--- config.mk ---
export PLATFORM = sky130hd
export DESIGN_NAME = fetch_ctrl
export DESIGN_NICKNAME = d
export VERILOG_FILES = /design/src/rtl/cpu_pkg.sv /design/src/rtl/fetch_ctrl.sv
export SDC_FILE = /design/constraint.sdc
export NUM_CORES = 1
export LEC_CHECK = 0
export CORE_ASPECT_RATIO = 1.25
export CORE_MARGIN = 3
export CORE_UTILIZATION = 44
export DETAILED_ROUTE_END_ITERATION = 8
export MAX_ROUTING_LAYER = met4
export PLACE_DENSITY = 0.81
export SLEW_MARGIN = 20
export SYNTH_ARGS = -nofsm -noshare
export SYNTH_HDL_FRONTEND = slang
export SYNTH_SLANG_ARGS = --single-unit
--- constraint.sdc ---
create_clock -name clk -period 1.87 [get_ports clk]
set_input_delay 0.187 -clock clk [delete_from_list [all_inputs] [get_ports clk]]
set_output_delay 0.187 -clock clk [all_outputs]
set_load 0.005 [all_outputs]
--- src/rtl/cpu_pkg.sv ---
// Shared CPU definitions: instruction-memory geometry, halt encoding and the
// fetch sequencer state type (also visible to decode/control for debug).
package cpu_pkg;

    localparam int              CPU_ADDR_W    = 4;
    localparam int              CPU_DATA_W    = 16;
    localparam logic [15:0]     CPU_HALT_WORD = 16'hFFFF;
    localparam logic [3:0]      CPU_RESET_PC  = 4'h0;

    typedef enum logic [1:0] {
        IDLE   = 2'd0,
        RUN    = 2'd1,
        HALTED = 2'd2
    } fetch_state_t;

    // Saturating 16-bit increment used by the fetch counter.
    function automatic logic [15:0] sat_inc16(input logic [15:0] val);
        return (val == 16'hFFFF) ? val : val + 16'd1;
    endfunction

endpackage

--- src/rtl/fetch_ctrl.sv ---
// Instruction-fetch sequencer: owns the PC, drives the async-read instruction
// memory and hands captured words to decode through a valid/ready register.
module fetch_ctrl
    import cpu_pkg::*;
#(
    parameter int                 ADDR_W    = CPU_ADDR_W,
    parameter int                 DATA_W    = CPU_DATA_W,
    parameter logic [ADDR_W-1:0]  RESET_PC  = ADDR_W'(CPU_RESET_PC),
    parameter logic [DATA_W-1:0]  HALT_WORD = DATA_W'(CPU_HALT_WORD)
) (
    input  logic              clk,
    input  logic              rst,
    input  logic              start,
    output logic [ADDR_W-1:0] imem_addr,
    input  logic [DATA_W-1:0] imem_data,
    output logic [DATA_W-1:0] inst,
    output logic [ADDR_W-1:0] inst_pc,
    output logic              inst_valid,
    input  logic              inst_ready,
    input  logic              redirect,
    input  logic [ADDR_W-1:0] redirect_pc,
    output logic              halted,
    output logic [15:0]       fetch_count
);

    fetch_state_t      r_state;
    logic [ADDR_W-1:0] r_pc;
    logic [DATA_W-1:0] r_inst;
    logic [ADDR_W-1:0] r_inst_pc;
    logic              r_inst_valid;
    logic              r_halted;
    logic [15:0]       r_fetch_count;

    logic w_fetch;
    logic w_xfer;
    logic w_start_ok;
    logic w_is_halt;

    // Redirect suppresses the fetch so a stale word is never captured.
    assign w_fetch    = (r_state == RUN) && !redirect && (!r_inst_valid || inst_ready);
    assign w_xfer     = r_inst_valid && inst_ready;
    assign w_start_ok = start && (r_state != RUN);
    assign w_is_halt  = (imem_data == HALT_WORD);

    always_ff @(posedge clk) begin
        if (rst) begin
            r_state       <= IDLE;
            r_pc          <= RESET_PC;
            r_inst        <= '0;
            r_inst_pc     <= '0;
            r_inst_valid  <= 1'b0;
            r_halted      <= 1'b0;
            r_fetch_count <= '0;
        end else if (redirect) begin
            r_pc         <= redirect_pc;
            r_inst_valid <= 1'b0;
            if (w_start_ok) begin
                r_state  <= RUN;
                r_halted <= 1'b0;
            end
        end else begin
            if (w_start_ok) begin
                r_state  <= RUN;
                r_halted <= 1'b0;
            end
            if (w_fetch) begin
                r_inst        <= imem_data;
                r_inst_pc     <= r_pc;
                r_inst_valid  <= 1'b1;
                r_pc          <= r_pc + ADDR_W'(1);
                r_fetch_count <= sat_inc16(r_fetch_count);
                if (w_is_halt) begin
                    r_state  <= HALTED;
                    r_halted <= 1'b1;
                end
            end else if (w_xfer) begin
                r_inst_valid <= 1'b0;
            end
        end
    end

    assign imem_addr   = r_pc;
    assign inst        = r_inst;
    assign inst_pc     = r_inst_pc;
    assign inst_valid  = r_inst_valid;
    assign halted      = r_halted;
    assign fetch_count = r_fetch_count;

endmodule
==> impl_metrics.toml <==
[synthesis]
synth-seq-cells = 44
synth_cell_types = 40
syn_area_per_cell_um2 = 8.62
syn-cell-area_mm2 = 0.00191
synth_warnings = 0
synth_ff_type = "dfxtp_1"
ys_seq_area_share_pct = 46.2
synth_nets = 248
synthArstFlopShare_pct = 0
syn_inst = 221
synth_edf_count = 0

[power_and_ir_drop]
p_leak_uw = 0.00101
power_density_mw_per_mm2 = 646
power_uw = 1810
ir_worst_vdd_mv = 0.432

[sta]
setup_viol = 0
rsz0062_at_grt = "false"
period_share_pct = 92.2
fin_setup_tns_ns = 0
period_minus_slack_ns = 1.72
final-hold-violation-count = 0
worst_slack_ns = 0.147
slew_viol_final = 0
relSlewSlack_pct = 73.1
worst_pin_slew_ns = 0.399
skew_ns = 0.0100
fmax_mhz = 580

[die]
start_util_pct = 46.1
core_area_mm2 = 0.00413
die_h_um = 79.6
io-pin-count = 67
num_rows = 26
die_area_mm2 = 0.00516
fp.dieW_um = 64.9

[clocking]
cts_buffers = 5
cts_resized = 0
holdBufCountCts = 0
cts_buffer_depth = 2
cts_tree = "built"
cts.root.buffer_cell = "clkbuf_8"
clk_latency_ns = 0.29
clk_pin_slew_ns = 0.08
h-tree-depth = 2
cts_sinks = 44

[status]
outcome = "completed"

[global_route]
grt_max_degree = 36
grt_pass1_wl_um = 7840
grt_usage_pct = 19.7
grt_pass1_vias = 1773
antenna_found_initial = 0
gr-total-overflow = 0

[routing]
viasPerCell = 5.11
drtIter0Drc = 79
route.detailed.drc = 0
wl_um = 4660
wl_per_cell_um = 13.1
ant_nets = 0
vias = 1818
drt_pass1_iterations = 4

[setup_path]
end_kind = "flip-flop"
crit_family = "simple AND/OR/NAND/NOR gates"
worstSetupPathType = "flip-flop to flip-flop"
worst_r2r_endpoint = "fetch_count[9]"
start_kind = "flip-flop"
worstPathArrival_ns = 1.94
crit_end = "fetch_count[9]"
reg2regPathDepth = 6
r2r-start = "fetch_count[14]"
crit_start = "fetch_count[14]"
critPathMaxStageDelay_ns = 0.35
rrSetupSlack_ns = 0.15
cp_max_fo = 9
slowest_stage = "dfxtp_1"
critPathBufInv = 1
crit_chain = "and4_1, nand4_1, buf_4, nand4b_4, or3_1, a21oi_1"
cp.depth = 6
worstPathRequired_ns = 2.09

[cells_and_area]
antenna_cells = 0
area_delta_synth_final_pct = 46.9
finalInstanceArea_mm2 = 0.00280
fillCellCount = 365
postLayoutCoreUtil_pct = 67.8
drive_gt1_share_pct = 11.0
layout.nets = 326

[place]
dpl_cell_area_mm2 = 0.00270
dpl.hpwl_um = 3510
gp_congestion = 0.885
portBuffers = 66
dp_slack_ns = -0.0595

[job]
max-cap-violations = 0

[min_path]
hp-start = "redirect_pc[0]"
worstHoldPathCells = 3
hold_class = "input port to flip-flop"
placed cells by master, fill, tap and decap left out, types with 2 or more instances in the layout:
| cell | synthesis | final |
|---|---|---|
| clkbuf_1 | 9 | 2 |
| nor2b_1 | 2 | 2 |
| nor3_1 | 4 | 4 |
| inv_1 | 3 | 3 |
| ha_1 | 2 | 2 |
| buf_4 | 0 | 15 |
| clkdlybuf4s50_1 | 0 | 66 |
| nand3_1 | 3 | 3 |
| xnor2_1 | 3 | 3 |
| a211oi_1 | 4 | 4 |
| nand2b_1 | 2 | 2 |
| or3_1 | 5 | 5 |
| nor4_1 | 2 | 2 |
| o21ai_0 | 4 | 4 |
| mux2i_1 | 2 | 2 |
| a21oi_1 | 27 | 27 |
| xor2_1 | 7 | 7 |
| and4_1 | 2 | 2 |
| nor2_1 | 16 | 16 |
| nor4_2 | 2 | 2 |
| clkbuf_8 | 0 | 6 |
| nand4_1 | 9 | 9 |
| nand2_1 | 50 | 50 |
| dfxtp_1 | 44 | 44 |
timing repair:
action | CTS | global route
endpoints found under the hold margin | 0 | 0
buffers inserted | 0 | 2
endpoints found under the setup margin | 0 | 1
worst min path at each step:
stage	to	slack, ns
2_1_floorplan	inst_valid	0.27
3_3_place_gp	inst[0]	0.44
3_5_place_dp	inst[7]	0.45
4_1_cts	imem_addr[0]	0.45
5_1_grt	inst[15]	0.48
6_report	imem_addr[0]	0.45
flip-flops by register name, summed over array words and instances, names as in the netlist:
name	flops
inst_pc	4
r_state	2
inst	16
halted	1
inst_valid	1
fetch_count	16
imem_addr	4
kinds of logic (layout without fill, tap and decap cells):
kind of cell	count (synthesis)	in the layout	synth area share [%]
XOR/XNOR	10	10	4.60
adder cells (fa/ha/maj)	2	2	1.31
flip-flops	44	44	46.2
AO/OA/AOI/OAI	43	43	13.3
AND/OR/NAND/NOR	106	106	30.3
buffers and inverters	13	92	2.63
multiplexers	3	3	1.64
layer usage:
metal,routed length [µm],track usage [%],vias to the layer above,share of wire (%)
met4,42,5.50,0,0.90
met5,0,-,-,0
met1,1980,22.4,831,43
met2,2420,35.2,58,52
met3,216,3.66,6,4.6
li1,-,-,923,-
final cells by class:
type                       count  area, µm²  share of cell area, %
clock buffer                   8       90.1                   3.22
inverter                       3       11.3                  0.402
multi-input combinational    164        975                   34.8
sequential                    44        881                   31.5
tap                           56       70.1                   2.50
timing repair buffer          81        773                   27.6
worst reg2reg max path: stages, from the launching register on:
cell	delay (ns)
dfxtp_1	0.35
and4_1	0.26
nand4_1	0.22
buf_4	0.17
nand4b_4	0.15
or3_1	0.34
a21oi_1	0.17
cells in the mapped netlist (4+ instances only):
library cell,count,share of area [%]
o21ai_0,4,1.1
a21oi_1,27,7.1
xor2_1,7,3.2
or3_1,5,1.6
nor3_1,4,1.1
clkbuf_1,9,1.8
nor2_1,16,3.2
nand2_1,50,9.8
a211oi_1,4,1.6
nand4_1,9,3.0
dfxtp_1,44,46
power by group:
group | switching (µW) | internal (µW)
registers | 20.2 | 964
clock network | 301 | 302
logic | 93.0 | 129
stage by stage:
step / instances / hold WS (ns)
global placement: 346 / 0.442
global route: 356 / 0.476
finish: 356 / 0.453
CTS: 354 / 0.452
floorplan: 221 / 0.266
detailed placement: 346 / 0.446
(Power assumes the default switching activity.)
